File: src/rtl/instr_sequencer_if.sv
// Bus between the instruction sequencer and its instruction memory, register file and execution unit.
// The master side is the sequencer; the slave side is the memory/regfile/ALU environment.
interface instr_sequencer_if;
   logic [4:0]  imem_addr;
   logic [19:0] imem_data;
   logic [4:0]  addr_a;
   logic [4:0]  addr_b;
   logic [19:0] reg_a_data;
   logic [4:0]  alu_op;
   logic        alu_start;
   logic        alu_done;
   logic [19:0] alu_result;
   logic [31:0] reg_we;
   logic [19:0] reg_wdata;

   modport master (
      output imem_addr, addr_a, addr_b, alu_op, alu_start, reg_we, reg_wdata,
      input  imem_data, reg_a_data, alu_done, alu_result
   );

   modport slave (
      input  imem_addr, addr_a, addr_b, alu_op, alu_start, reg_we, reg_wdata,
      output imem_data, reg_a_data, alu_done, alu_result
   );
endinterface

File: src/rtl/instr_sequencer.sv
// Fetch/decode/execute/write-back controller for the 20-bit, 32-register datapath.
// Control-flow opcodes are resolved in DECODE; all other opcodes are handed to the execution unit.
//
// state     | meaning
// IDLE      | paused at an instruction boundary, waiting for run
// FETCH     | latch imem_data into instr
// DECODE    | resolve NOP/JMP/BEQZ/HALT or start the execution unit
// EXECUTE   | wait for alu_done, bounded by ALU_TIMEOUT cycles
// WRITEBACK | one-cycle register write, pc advances
// HALT      | stopped until reset
module instr_sequencer #(
   parameter logic [4:0] NOP_OP      = 5'h00,
   parameter logic [4:0] BEQZ_OP     = 5'h1D,
   parameter logic [4:0] JMP_OP      = 5'h1E,
   parameter logic [4:0] HALT_OP     = 5'h1F,
   parameter int         ALU_TIMEOUT = 16
) (
   input  logic              clk,
   input  logic              rst_n,
   input  logic              run,
   instr_sequencer_if.master bus,
   output logic [19:0]       instr,
   output logic [4:0]        pc,
   output logic [2:0]        state,
   output logic              halted,
   output logic              timeout_err
);

   typedef enum logic [2:0] {
      S_IDLE      = 3'd0,
      S_FETCH     = 3'd1,
      S_DECODE    = 3'd2,
      S_EXECUTE   = 3'd3,
      S_WRITEBACK = 3'd4,
      S_HALT      = 3'd5
   } state_t;

   localparam int CW = $clog2(ALU_TIMEOUT + 1);

   state_t        st;
   logic [CW-1:0] tmo_cnt;
   logic          alu_start_q;
   logic [31:0]   reg_we_q;
   logic [19:0]   reg_wdata_q;
   logic [4:0]    opcode;
   logic [4:0]    target;

   assign opcode = instr[4:0];
   assign target = instr[19:15];

   assign bus.imem_addr = pc;
   assign bus.addr_a    = instr[9:5];
   assign bus.addr_b    = instr[14:10];
   assign bus.alu_op    = instr[4:0];
   assign bus.alu_start = alu_start_q;
   assign bus.reg_we    = reg_we_q;
   assign bus.reg_wdata = reg_wdata_q;
   assign state         = st;

   always_ff @(posedge clk) begin
      if (!rst_n) begin
         st          <= S_IDLE;
         pc          <= '0;
         instr       <= '0;
         tmo_cnt     <= '0;
         alu_start_q <= 1'b0;
         reg_we_q    <= '0;
         reg_wdata_q <= '0;
         halted      <= 1'b0;
         timeout_err <= 1'b0;
      end else begin
         // Pulses default low; only the transitions below raise them for one cycle.
         alu_start_q <= 1'b0;
         reg_we_q    <= '0;
         case (st)
            S_IDLE: begin
               if (run) st <= S_FETCH;
            end
            S_FETCH: begin
               instr <= bus.imem_data;
               st    <= S_DECODE;
            end
            S_DECODE: begin
               st <= run ? S_FETCH : S_IDLE;
               case (opcode)
                  HALT_OP: begin
                     st     <= S_HALT;
                     halted <= 1'b1;
                  end
                  NOP_OP:  pc <= pc + 5'd1;
                  JMP_OP:  pc <= target;
                  BEQZ_OP: pc <= (bus.reg_a_data == 20'd0) ? target : pc + 5'd1;
                  default: begin
                     st          <= S_EXECUTE;
                     alu_start_q <= 1'b1;
                     tmo_cnt     <= '0;
                  end
               endcase
            end
            S_EXECUTE: begin
               if (bus.alu_done) begin
                  reg_wdata_q <= bus.alu_result;
                  reg_we_q    <= 32'd1 << target;
                  st          <= S_WRITEBACK;
               end else if (tmo_cnt == CW'(ALU_TIMEOUT - 1)) begin
                  timeout_err <= 1'b1;
                  halted      <= 1'b1;
                  st          <= S_HALT;
               end else begin
                  tmo_cnt <= tmo_cnt + 1'b1;
               end
            end
            S_WRITEBACK: begin
               pc <= pc + 5'd1;
               st <= run ? S_FETCH : S_IDLE;
            end
            S_HALT: st <= S_HALT;
            default: st <= S_IDLE;
         endcase
      end
   end

endmodule

File: src/flat_wrapper.sv
// flat-port wrapper written by rule: the top's interface ports become plain ports
module instr_sequencer_flat 
#(
   parameter logic [4:0] NOP_OP      = 5'h00,
   parameter logic [4:0] BEQZ_OP     = 5'h1D,
   parameter logic [4:0] JMP_OP      = 5'h1E,
   parameter logic [4:0] HALT_OP     = 5'h1F,
   parameter int         ALU_TIMEOUT = 16
)
  (clk, rst_n, run, instr, pc, state, halted, timeout_err, bus_imem_addr, bus_addr_a, bus_addr_b, bus_alu_op, bus_alu_start, bus_reg_we, bus_reg_wdata, bus_imem_data, bus_reg_a_data, bus_alu_done, bus_alu_result);
  instr_sequencer_if bus_i ();
  input  logic clk;
  input  logic rst_n;
  input  logic run;
  output logic [19:0] instr;
  output logic [4:0] pc;
  output logic [2:0] state;
  output logic halted;
  output logic timeout_err;
  output wire logic [$bits(bus_i.imem_addr)-1:0] bus_imem_addr;
  output wire logic [$bits(bus_i.addr_a)-1:0] bus_addr_a;
  output wire logic [$bits(bus_i.addr_b)-1:0] bus_addr_b;
  output wire logic [$bits(bus_i.alu_op)-1:0] bus_alu_op;
  output wire logic [$bits(bus_i.alu_start)-1:0] bus_alu_start;
  output wire logic [$bits(bus_i.reg_we)-1:0] bus_reg_we;
  output wire logic [$bits(bus_i.reg_wdata)-1:0] bus_reg_wdata;
  input wire logic [$bits(bus_i.imem_data)-1:0] bus_imem_data;
  input wire logic [$bits(bus_i.reg_a_data)-1:0] bus_reg_a_data;
  input wire logic [$bits(bus_i.alu_done)-1:0] bus_alu_done;
  input wire logic [$bits(bus_i.alu_result)-1:0] bus_alu_result;
  assign bus_imem_addr = bus_i.imem_addr;
  assign bus_addr_a = bus_i.addr_a;
  assign bus_addr_b = bus_i.addr_b;
  assign bus_alu_op = bus_i.alu_op;
  assign bus_alu_start = bus_i.alu_start;
  assign bus_reg_we = bus_i.reg_we;
  assign bus_reg_wdata = bus_i.reg_wdata;
  assign bus_i.imem_data = bus_imem_data;
  assign bus_i.reg_a_data = bus_reg_a_data;
  assign bus_i.alu_done = bus_alu_done;
  assign bus_i.alu_result = bus_alu_result;
  instr_sequencer #(.NOP_OP(NOP_OP), .BEQZ_OP(BEQZ_OP), .JMP_OP(JMP_OP), .HALT_OP(HALT_OP), .ALU_TIMEOUT(ALU_TIMEOUT)) u_core (.clk(clk), .rst_n(rst_n), .run(run), .bus(bus_i), .instr(instr), .pc(pc), .state(state), .halted(halted), .timeout_err(timeout_err));
endmodule
File: config.mk
export PLATFORM = sky130hd
export DESIGN_NAME = instr_sequencer_flat
export DESIGN_NICKNAME = d
export VERILOG_FILES = /design/src/rtl/instr_sequencer_if.sv /design/src/rtl/instr_sequencer.sv /design/src/flat_wrapper.sv
export SDC_FILE = /design/constraint.sdc
export NUM_CORES = 1
export LEC_CHECK = 0
export ABC_CLOCK_PERIOD_IN_PS = 2100
export CAP_MARGIN = 5
export CORE_MARGIN = 2
export CORE_UTILIZATION = 39
export DETAILED_ROUTE_END_ITERATION = 16
export MAX_ROUTING_LAYER = met4
export PLACE_DENSITY = 0.75
export SKIP_LAST_GASP = 1
export SYNTH_ARGS = -nofsm -noshare
export SYNTH_HDL_FRONTEND = slang
export SYNTH_SLANG_ARGS = --single-unit
File: constraint.sdc
create_clock -name clk -period 2.1 [get_ports clk]
set_input_delay 0.21 -clock clk [delete_from_list [all_inputs] [get_ports clk]]
set_output_delay 0.21 -clock clk [all_outputs]
set_load 0.05 [all_outputs]
==> flow_summary.toml <==
[logic_synthesis]
synth-edff-count = 0
synthCells = 416
ys_warn_count = 0
avgSynthCellArea_sq_um = 8.29
async_flop_share = 0
ys_types = 43
synth_ff_type = "dfxtp_1"
seq_area_frac_synth = 0.511
ys_ff_latch = 88
syn_nets = 483
syn-cell-area_sq_um = 3450

[pwr]
p_int_mw = 2.73
power_density_nw_per_um2 = 783
pwr-share-comb = 0.264
ir_drop_mv = 0.443
switching_power_mw = 1.43
power_frac_seq = 0.441
p_leak_nw = 1.93
switching_share = 0.343
power.total_mw = 4.16
clkPwrFrac = 0.295

[cts]
clk_pin_slew_ns = 0.10
ctsRootBufferMaster = "clkbuf_8"
cts.path.max_buffers = 2
worstSkewPairLatency_ns = 0.36
cts.sinks = 88
cts_tree = "built"
numCtsBuffers = 9
post-cts-setup-buffers = 0
cts_max_level = 3

[cells_and_area]
fill_cells = 758
nets = 628
fin_util = 0.616
diodes = 0
syn_to_final_growth_pct = 54.2
drive_gt1_frac = 0.0742

[sta]
worst_pin_slew_ns = 0.526
clock_skew_ns = 0.0124
rsz0062_at_grt = "no"
finalSetupTns_ns = 0
maxSlewViolCount = 0
min_period_ns = 1.99
hold_viol = 0
setup_viol = 0
whs_ns = 0.389
fin_crit_sh = 0.948
relSlewSlack = 0.648
clock.fmax_ghz = 0.503

[die]
coreArea_sq_um = 8640
ios = 167
die_h_microns = 98.0
die-area_sq_um = 9610
die_w_microns = 98.0
fp-row-count = 34
start_util = 0.399

[drt]
drc = 0
ant_nets = 0
wl_per_cell_microns = 13.7
dr.pass1.iters = 4
routed_wl_microns = 9260
viasPerCell = 4.92
drt_iter0_markers = 116
vias = 3316

[place]
place.gp.congestion = 0.822
port-buffer-count = 166
post-dp-hpwl_microns = 6980

[min_path]
hp-class = "primary input to register"

[global_routing]
antenna_found_initial = 0
grt-ovfl-total = 0
track_usage = 0.194
grt_max_degree = 42
first_global_vias = 3192
grt_pass1_wl_microns = 15100

[worst_setup_path]
critPathRequiredTime_ns = 1.89
start_kind = "register"
crit_arrival_ns = 1.78
worst-path-max-fanout = 7
worstSetupPathType = "register to output pin"
cp-end-kind = "output pin"

[job]
drv_cap = 0

[run_status]
status = "finished clean"
[synth_stat cells, types with 3 or more instances]
cell type  count  area [sq um]
nor4_1         4          25.0
nand3b_1       6          45.0
xor2_1         3          26.3
nand2_1       95           357
inv_1          4          15.0
nand4_1        6          37.5
or3_1          4          25.0
clkbuf_1      22          82.6
buf_1          3          11.3
nand3_1       13          65.1
nor3_1         7          35.0
o21ai_0        5          25.0
a22o_1         3          26.3
buf_4         21           158
ha_1           3          37.5
a21oi_1       46           230
dfxtp_1       88          1760
nor2_1        50           188
[flip-flops by register name (all words and copies together), names as in the netlist]
register and cells:
u_core.bus.reg_we 32, u_core.bus.reg_wdata 20, u_core.instr 20, u_core.bus.imem_addr 5
u_core.tmo_cnt 5, u_core.state 3, u_core.bus.alu_start 1, u_core.halted 1
u_core.timeout_err 1
[cell type report]
type / count / area [sq um] / area share
inverters: 4 / 15.0 / 0.00282
clock buffers: 9 / 124 / 0.0233
clock inverters: 7 / 85.1 / 0.0160
well taps: 108 / 135 / 0.0254
repair buffers: 181 / 1780 / 0.335
multi-input cells: 277 / 1410 / 0.266
flip-flops and latches: 88 / 1760 / 0.332
[per-layer routing]
metal  share of wire  track usage  up-vias
met5               0            -        -
met4          0.0059       0.0459        0
li1                -            -     1664
met2            0.49        0.327      132
met3           0.068       0.0472        5
met1            0.44        0.235     1515
[worst max-delay path, stage by stage (launching register included)]
cell	delay, ns
dfxtp_1	0.44
buf_4	0.18
clkdlybuf4s50_1	0.80
[final timing paths]
path | start | end | slack (ns) | cells after the start
worst max-delay path | u_core.state[2] | state[2] | 0.11 | 2
worst min-delay path | bus_imem_data[7] | u_core.instr[7] | 0.39 | 3
worst max register to register | u_core.instr[1] | u_core.bus.imem_addr[0] | 0.14 | 5
worst min register to register | u_core.bus.reg_wdata[14] | u_core.bus.reg_wdata[14] | 0.46 | 2
[placed cells by master, fill, tap and decap left out, types with 3 or more instances in the layout]
cell type	synthesis	routed
nand2_1	95	95
dfxtp_1	88	86
o21ai_0	5	5
nand3b_1	6	6
a22o_1	3	3
nand3_1	13	13
nor3_1	7	7
inv_1	4	4
or3_1	4	4
xor2_1	3	3
clkbuf_8	0	9
clkdlybuf4s50_1	0	163
a21oi_1	46	46
ha_1	3	3
buf_4	21	15
nor4_1	4	4
nor2_1	50	50
nand4_1	6	6
dlymetal6s2s_1	0	3
[timing repair]
action                     4_1_cts  5_1_grt
hold buffers                     0        0
setup endpoints to repair        0        3
resized for setup                0        3
hold endpoints to repair         0        0
[power groups by stage]
stage | Combinational, mW | Clock, mW | Sequential (mW)
after floorplan | 0.511 | 0 | 2.07
after global placement | 1.09 | 0 | 1.87
after detailed placement | 1.10 | 0 | 1.87
after CTS | 1.10 | 1.25 | 1.84
after global routing | 1.17 | 1.31 | 1.85
final | 1.10 | 1.23 | 1.83
[cells by family (layout without fill, tap and decap cells)]
| kind of cell | Yosys count | after routing | synth area share |
|---|---|---|---|
| adders and majority gates | 3 | 3 | 0.0109 |
| DFF | 88 | 88 | 0.511 |
| buffers and inverters | 51 | 201 | 0.0805 |
| and+or+nand+nor | 200 | 200 | 0.259 |
| xor gates and xnor gates | 3 | 3 | 0.00762 |
| AOI/OAI and AO/OA | 71 | 71 | 0.131 |
[per-stage QoR]
step                cells  cell area, sq um  worst slack [ns]
global route          674              5320            0.0194
global placement      658              5100             0.221
floorplan             416              3450           0.00270
finish                674              5320             0.110
CTS                   674              5310           0.00624
detailed placement    658              5100             0.167
(Power assumes the default switching activity.)
